$ cat src/rtl/des_pkg.sv
// Shared constants, state encoding and rotation helpers for the DES round sequencer.
// Holds the per-round shift table S[1..16] (stored 0-based) and cumulative-rotation math.
package des_pkg;

  localparam int HALF_W = 28;
  localparam int KEY_W  = 56;
  localparam int RND_W  = 4;

  // SHIFTS[r-1] is S[r]
  localparam logic [1:0] SHIFTS [16] = '{
    2'd1, 2'd1, 2'd2, 2'd2, 2'd2, 2'd2, 2'd2, 2'd2,
    2'd1, 2'd2, 2'd2, 2'd2, 2'd2, 2'd2, 2'd2, 2'd1
  };

  typedef enum logic [2:0] {
    IDLE,
    LOAD,
    ROUND,
    FINAL,
    DONE
  } state_t;

  // S[1] + ... + S[r]
  function automatic int cum_shift(input int r);
    int s;
    s = 0;
    for (int i = 0; i < r; i++) begin
      s += int'(SHIFTS[i]);
    end
    return s;
  endfunction

  // n must be 0..27
  function automatic logic [HALF_W-1:0] rotl_half(
    input logic [HALF_W-1:0] x,
    input int                n
  );
    return (x << n) | (x >> (HALF_W - n));
  endfunction

endpackage

$ cat src/rtl/des_key_rotator.sv
// Combinational C/D rotator: both 28-bit halves rotate by 1 or 2, left or right.
// Ports: cd (C in [55:28], D in [27:0]), amt (1 or 2), dir (1 = right), rotated.
module des_key_rotator
  import des_pkg::*;
(
  input  logic [KEY_W-1:0] cd,
  input  logic [1:0]       amt,
  input  logic             dir,
  output logic [KEY_W-1:0] rotated
);

  function automatic logic [HALF_W-1:0] rot(
    input logic [HALF_W-1:0] x,
    input logic              two,
    input logic              right
  );
    logic [HALF_W-1:0] y;
    unique case ({right, two})
      2'b00:   y = {x[26:0], x[27]};
      2'b01:   y = {x[25:0], x[27:26]};
      2'b10:   y = {x[0], x[27:1]};
      default: y = {x[1:0], x[27:2]};
    endcase
    return y;
  endfunction

  logic two;

  assign two = (amt == 2'd2);

  assign rotated = {
    rot(cd[55:28], two, dir),
    rot(cd[27:0], two, dir)
  };

endmodule

$ cat src/rtl/des_round_controller.sv
// Iterative DES round sequencer: LOAD, ROUNDS x ROUND, FINAL, then DONE until acked.
// Ports: wStart/wDecrypt/wKeyCD/wAck in; rBusy/rLoad/rRoundEn/rRound/rSubKeyCD/rFinal/rDone out.
module des_round_controller
  import des_pkg::*;
#(
  parameter int ROUNDS = 16
) (
  input  logic             wClk,
  input  logic             wReset,
  input  logic             wStart,
  input  logic             wDecrypt,
  input  logic [KEY_W-1:0] wKeyCD,
  input  logic             wAck,
  output logic             rBusy,
  output logic             rLoad,
  output logic             rRoundEn,
  output logic [RND_W-1:0] rRound,
  output logic [KEY_W-1:0] rSubKeyCD,
  output logic             rFinal,
  output logic             rDone
);

  // Decrypt begins at K_ROUNDS; a full 16-round schedule wraps to K_0
  localparam int DEC_ROT = cum_shift(ROUNDS) % HALF_W;

  state_t state, state_nx;

  logic             dec_q;
  logic             last;
  logic [RND_W-1:0] sidx;
  logic [KEY_W-1:0] rot_in;
  logic [KEY_W-1:0] rot_out;
  logic [KEY_W-1:0] dec_first;
  logic [1:0]       rot_amt;
  logic             rot_dir;

  assign last = (rRound == RND_W'(ROUNDS - 1));

  assign dec_first = {
    rotl_half(wKeyCD[55:28], DEC_ROT),
    rotl_half(wKeyCD[27:0], DEC_ROT)
  };

  // Encrypt steps forward with S[rRound+2];
  // decrypt walks back with S[ROUNDS-rRound]
  always_comb begin
    sidx    = dec_q ? RND_W'(ROUNDS - 1) - rRound
                    : rRound + 4'd1;
    rot_in  = rSubKeyCD;
    rot_amt = SHIFTS[sidx];
    rot_dir = dec_q;
    if (state == IDLE) begin
      rot_in  = wKeyCD;
      rot_amt = SHIFTS[0];
      rot_dir = 1'b0;
    end
  end

  des_key_rotator u_rot (
    .cd      (rot_in),
    .amt     (rot_amt),
    .dir     (rot_dir),
    .rotated (rot_out)
  );

  always_ff @(posedge wClk) begin
    if (wReset) state <= IDLE;
    else        state <= state_nx;
  end

  always_comb begin
    state_nx = state;
    rBusy    = 1'b0;
    rLoad    = 1'b0;
    rRoundEn = 1'b0;
    rFinal   = 1'b0;
    rDone    = 1'b0;
    unique case (state)
      IDLE: begin
        if (wStart) state_nx = LOAD;
      end
      LOAD: begin
        rBusy    = 1'b1;
        rLoad    = 1'b1;
        state_nx = ROUND;
      end
      ROUND: begin
        rBusy    = 1'b1;
        rRoundEn = 1'b1;
        if (last) state_nx = FINAL;
      end
      FINAL: begin
        rBusy    = 1'b1;
        rFinal   = 1'b1;
        state_nx = DONE;
      end
      DONE: begin
        rDone = 1'b1;
        if (wAck) state_nx = IDLE;
      end
      default: state_nx = IDLE;
    endcase
  end

  always_ff @(posedge wClk) begin
    if (wReset) begin
      dec_q     <= 1'b0;
      rRound    <= '0;
      rSubKeyCD <= '0;
    end else if (state == IDLE && wStart) begin
      dec_q     <= wDecrypt;
      rSubKeyCD <= wDecrypt ? dec_first : rot_out;
    end else if (state == LOAD) begin
      rRound <= '0;
    end else if (state == ROUND && !last) begin
      rRound    <= rRound + 4'd1;
      rSubKeyCD <= rot_out;
    end
  end

endmodule

$ cat config.mk
export PLATFORM = sky130hd
export DESIGN_NAME = des_round_controller
export DESIGN_NICKNAME = d
export VERILOG_FILES = /design/src/rtl/des_pkg.sv /design/src/rtl/des_key_rotator.sv /design/src/rtl/des_round_controller.sv
export SDC_FILE = /design/constraint.sdc
export NUM_CORES = 1
export LEC_CHECK = 0
export BUFFER_PORTS_ARGS = -buffer_cell sky130_fd_sc_hd__buf_2
export CORE_UTILIZATION = 59
export DETAILED_ROUTE_END_ITERATION = 10
export PLACE_DENSITY = 0.87
export SLEW_MARGIN = 40
export SYNTH_ARGS = -nofsm -noshare
export SYNTH_HDL_FRONTEND = slang
export SYNTH_HIERARCHICAL = 1
export SYNTH_SLANG_ARGS = --single-unit
$ cat constraint.sdc
create_clock -name wClk -period 7.2 [get_ports wClk]
set_input_delay 0.36 -clock wClk [delete_from_list [all_inputs] [get_ports wClk]]
set_output_delay 0.36 -clock wClk [all_outputs]
set_load 0.03 [all_outputs]
* Word-level counts from Yosys, hierarchy flattened
Memory sizes are Yosys's and may differ from the RTL's.
Cells that the tools add are included.
** Word-level totals
- Register bits after elaboration :: 64
- Bits in read-only memories :: 32
- Input port bits :: 61
- Output and inout bits :: 65
- Logic and storage cells :: 56
- Memories :: 1
** Cells by class
- $add $sub $neg :: 2
- Order comparisons :: 1
- Eq/ne operators :: 12
- Mux-type cells :: 23
- Bitwise operators :: 2
- Reduce and logical (&&, ||, !) cells :: 11
** Memories
- (name not given) :: depth 16, width 2, rd ports 1, clocked after memory_dff 0, write ports 0, line des_round_controller.sv:50 : rot_amt = SHIFTS[sidx];
** Operators by type and width (number)
- $mux 56 :: 5
- $pmux 28 s3 :: 2
- $pmux 3 s5 :: 1
- $mux 4 :: 3
- $mux 3 :: 3
- $ne 2x2->1 const B :: 4
- $eq 3x2->1 const B :: 2
- $mux 1 :: 6
- $mux 2 :: 3
- $ge 5x5->1 const B :: 1
- $not 4->5 :: 1
- $add 4x1->4 const B :: 1
- $eq 2x2->1 const B :: 2
- $eq 4x4->1 const B :: 1
- $reduce_and 2->1 :: 2
- $reduce_bool 2->1 :: 2
- $sub 4x4->4 const A :: 1
- $eq 3x1->1 const B :: 1
- $eq 3x3->1 const B :: 1
- $logic_not 3->1 :: 1
- $reduce_and 3->1 :: 1
- $reduce_or 3->1 :: 1
- $eq 2x1->1 const B :: 1
- $logic_and 1x1->1 :: 2
- other kinds (3) :: 3

* Longest topological paths before layout
- Word-level depth :: 13
- Mapped depth :: 12
- Gate-level depth less buffers :: 9

* By module
The synthesis kept the hierarchy.
** Modules (own cells, without submodules)
- des_round_controller :: instances 1, cells an instance 444, area an instance 3545.9 um2, seq. area each 1281.2 um2
- des_key_rotator :: instances 1, cells an instance 69, area an instance 1417.6 um2, seq. area each 0.0 um2

* Least setup slack after synthesis
OpenSTA, ideal clock, no wires.
- Path type :: flip-flop to flip-flop
- Start :: reg rRound[0]
- End :: reg rSubKeyCD[11]
- Library setup time :: 142 ps
- Arrival time :: 2517 ps
- Required time :: 7058 ps
- Setup slack :: 4541 ps
- Cell stages (with the launch flop) :: 12
- Buffers on the path :: 2
- Period minus slack after synthesis :: 2659 ps
- Path through :: dfxtp_1 ha_1 xnor2_1 nor3b_1 a22oi_1 a22o_1 nor2b_4 buf_12 buf_12 mux4_2 nand2_1 a311oi_1
** Between the ends
- Word-level cells in the longest chain between the ends :: 13
- Elaborated cells between the ends (all ways) :: 22
- Those cells by class :: 2 x add/sub; 4 x eq/ne; 9 x mux; 1 x bitwise; 5 x reduce/logical; 1 x memory
** RTL lines
- from (decl) :: line des_round_controller.sv:17 : output logic [RND_W-1:0] rRound,
- from (signal assigned) :: line des_round_controller.sv:116 : rRound <= rRound + 4'd1;
- $add 4x1->4 or $sub 4x4->4 (tied branches) :: line des_round_controller.sv:48, des_round_controller.sv:47
- $mux 4 (*) :: line des_round_controller.sv:47 : sidx = dec_q ? RND_W'(ROUNDS - 1) - rRound
- $not 4->5 (not written as such) (*) :: line des_round_controller.sv:50
- $mem_v2 16x2 (*)
- $mux 2 (not written as such) (*) (2 in series) :: line des_round_controller.sv:50
- $mux 2 (*) :: line des_round_controller.sv:52 : if (state == IDLE) begin
- named net rot_amt[1] :: line des_round_controller.sv:34 : logic [1:0] rot_amt;
- $eq 2x2->1 (*) :: line des_key_rotator.sv:29 : assign two = (amt == 2'd2);
- $eq 2x2->1 (tied with other cells) :: line des_key_rotator.sv:18 : unique case ({right, two})
- $pmux 28 s3 (*) :: line des_key_rotator.sv:18
- named net rot_out[11] :: line des_round_controller.sv:32 : logic [KEY_W-1:0] rot_out;
- $mux 56 :: line des_round_controller.sv:115 : end else if (state == ROUND && !last) begin
- $mux 56 :: line des_round_controller.sv:113 : end else if (state == LOAD) begin
- $mux 56 (*) :: line des_round_controller.sv:110 : end else if (state == IDLE && wStart) begin
- to (signal assigned) :: line des_round_controller.sv:112 : rSubKeyCD <= wDecrypt ? dec_first : rot_out;
- to (signal assigned) :: line des_round_controller.sv:117 : rSubKeyCD <= rot_out;
- to (decl) :: line des_round_controller.sv:18 : output logic [KEY_W-1:0] rSubKeyCD,
The timed path passes the listed nets; every way through them passes the cells marked *. The select of a mux whose other input is x is not followed.
A chain may end at the register's enable or synchronous reset.

* Worst setup path in the final report
- Start :: reg state[1]
- End :: reg rSubKeyCD[43]
** Between the ends
- Elaborated cells between the ends (all ways) :: 20
- Those cells by class :: 6 x eq/ne; 8 x mux; 6 x reduce/logical
** RTL lines
- from (decl) :: line des_round_controller.sv:26 : state_t state, state_nx;
- from (signal assigned) :: line des_round_controller.sv:68 : else state <= state_nx;
- $logic_not 3->1 (*) :: line des_round_controller.sv:52
- $mux 1 (*) :: line des_round_controller.sv:52
- named net rot_dir :: line des_round_controller.sv:35 : logic rot_dir;
- $eq 2x2->1 (tied with other cells) :: line des_key_rotator.sv:18
- $pmux 28 s3 (*) :: line des_key_rotator.sv:18
- named net rot_out[43] :: line des_round_controller.sv:32
- $mux 56 :: line des_round_controller.sv:115
- $mux 56 :: line des_round_controller.sv:113
- $mux 56 (*) :: line des_round_controller.sv:110
Marks and branches as above.

==> impl_metrics.csv <==
group,metric,value,unit
synth,synth_fp_nets,575,
timing,tightest_slew,0.823,ns
final_layout,nets,664,
die,dieArea,8780,sq um
clock_network,htree_levels,3,
worst_setup_path,path_cells,"nor3_4, buf_4, nor2b_4, a22oi_1, nor2b_4, buf_4, mux4_2, nand2_1, a311oi_1",
timing,fmax,265,MHz
timing,hold_viol,0,
die,initial_core_util,0.607,
final_layout,final_layout_size_suffix_gt1_frac,0.432,
power,power_density,275,nW/um^2
worst_setup_path,crit_path_max_incr_delay,0.57,ns
worst_setup_path,critPathSlowestCell,"mux4_2",
synth,netlist_area,4960,sq um
worst_setup_path,arrival,3.95,ns
worst_setup_path,startpoint_type,"register",
placed_design,port_buffers,125,
clock_network,cts_sinks,64,
clock_network,ctsHoldBuffers,0,
drt,drt-pass1-iter-count,5,
timing,finalSetupTns,0,ns
synth,synthArstFlopShare,0,
synth,synthCells,513,
power,totalPowerFinal,1.58,mW
clock_network,path_clk_slew,0.08,ns
worst_setup_path,worst_ep_required_time,7.39,ns
synth,yosysWarningCount,6,
clock_network,cts_buffers,9,
die,die_h,93.7,um
drt,ant_nets,0,
timing,skew,0.00866,ns
worst_setup_path,crit_family,"simple AND/OR/NAND/NOR gates",
timing,drv_slew,0,
synth,yosysUniqueCellTypes,32,
timing,min_period,3.77,ns
grt,grt_max_degree,65,
power,leakagePower,2.29,nW
die,rows,33,
clock_network,clk-insertion-delay-late,0.34,ns
clock_network,cts_resized,0,
worst_hold_path,hold_path.class,"input pin to register",
synth,synth_seq_area_share,0.258,
synth,ys.flop_type,"dfxtp_1",
final_layout,area_growth,15.5,%
power,ir_drop,0.129,mV
worst_setup_path,crit_type,"register to register",
placed_design,dp_hpwl,8490,um
clock_network,cts_buffer_depth,2,
clock_network,post-cts-setup-buffer-count,0,
drt,drt_iter0_drc,261,
grt,antenna_found_initial,0,
drt,remaining_drc_errors,0,
synth,syn_avg_cell_area,9.68,sq um
final_layout,antennaDiodeCount,0,
worst_setup_path,critical_path_buf_inv_count,2,
die,ios,126,
synth,ys_seq_elements,64,
timing,max_slew_margin,0.451,
worst_setup_path,worst_setup_path_end_kind,"register",
flow_run,maxCapViolCount,0,
timing,rsz0062_at_grt,"no",
clock_network,cts_tree,"done",
timing,hold_slack,0.291,ns
drt,via_per_inst,6.45,
drt,wl_per_cell,17.6,um
timing,finalSetupViolCount,0,
grt,overflow,0,
grt,grt_pass1_wl,20000,um
drt,vias,4585,
outcome,status,"completed",
synth,synth_edf_count,0,
grt,grt_pass1_vias,4162,
die,core_area,8180,sq um
grt,grt_use_total,0.290,
die,fp.dieW,93.7,um
placed_design,globalplace.congestion,0.788,
clock_network,cts-root-buf,"clkbuf_8",
drt,routed_wl,12500,um
worst_setup_path,crit_fanout,61,
timing,fin_crit_sh,0.523,
==> cell families (layout without fill, tap and decap cells) <==
kind of cell,Yosys count,count (layout),synth area share
AO/OA/AOI/OAI,72,72,0.118
XOR/XNOR,2,2,0.00353
adder cells (fa/ha/maj),1,1,0.00252
buffers and inverters,57,150,0.0668
flip-flops,64,64,0.258
multiplexers,112,112,0.383
AND/OR/NAND/NOR,205,205,0.168
==> registers in the layout, indices dropped and copies added (netlist names) <==
register   flops
dec_q          1
rSubKeyCD     56
state          3
rRound         4
==> cells in the mapped netlist, types with 2 or more instances <==
master	count	area share
nor3_1	2	0.0020
mux2_2	56	0.13
buf_4	4	0.0061
inv_1	3	0.0023
nor3b_1	3	0.0045
a311oi_1	56	0.099
a21oi_1	8	0.0081
mux4_2	54	0.25
o21ai_0	2	0.0020
nor2b_1	3	0.0038
xnor2_1	2	0.0035
nand2_1	119	0.090
mux4_1	2	0.011
dfxtp_1	64	0.26
and2_1	2	0.0025
clkbuf_1	23	0.017
nor2_1	67	0.051
buf_12	5	0.020
a22oi_1	2	0.0030
buf_2	17	0.017
buf_1	5	0.0038
nand3_1	4	0.0040
==> worst paths after layout <==
check | depth (start not counted) | to | slack [ns] | startpoint
hold / removal | 3 | rSubKeyCD[30] | 0.29 | wKeyCD[30]
hold reg to reg | 2 | rSubKeyCD[30] | 0.51 | rSubKeyCD[30]
setup reg to reg | 9 | rSubKeyCD[43] | 3.43 | state[1]
setup / recovery | 9 | rSubKeyCD[43] | 3.43 | state[1]
==> layout by cell type, fill, tap and decap left out, drive strengths merged, types with 3 or more instances in the layout <==
cell,Yosys,final
buf,31,132
nand2,119,119
nor2,67,67
dfxtp,64,64
mux2,56,56
a311oi,56,56
mux4,56,56
clkbuf,23,11
a21oi,8,8
nand3,4,4
nor2b,4,4
nor3b,3,3
inv,3,3
clkinv,0,3
nor3,3,3
==> area by class of cell <==
cell class | instances | area [sq um]
Timing Repair Buffer | 132 | 741
Inverter | 3 | 11.3
Multi-Input combinational cell | 392 | 3380
Clock inverter | 4 | 45.0
Fill cell | 623 | 2440
Sequential cell | 64 | 1280
Clock buffer | 11 | 141
Tap cell | 105 | 131
==> worst reg2reg max path, delay by kind of cell, from the launching register on <==
kind	cells	cell delay (ns)
flip-flops	1	0.54
AO/OA/AOI/OAI	2	0.35
AND/OR/NAND/NOR	4	1.24
buffers and inverters	2	0.90
multiplexers	1	0.58
==> metrics by stage <==
step	worst slack, ns	cell area [sq um]	util	instances
6_report	3.43	5730	0.701	711
5_1_grt	3.18	5730	0.701	711
4_1_cts	3.10	5720	0.700	710
3_5_place_dp	3.10	5530	0.677	695
3_3_place_gp	2.86	5440	0.666	692
2_1_floorplan	4.54	4960	-	513
==> power by group <==
group          internal [mW]  switching [mW]
clock                  0.166           0.146
combinational          0.337           0.456
sequential             0.419          0.0528
total                  0.922           0.655
==> metal layers <==
layer,global-route usage,routed length [um],vias to the layer above
met4,0.108,218,0
met1,0.373,5060,2227
li1,-,-,2111
met5,0,0,-
met3,0.0526,896,27
met2,0.487,6360,220
No activity file was read; power rests on OpenSTA's default activity.
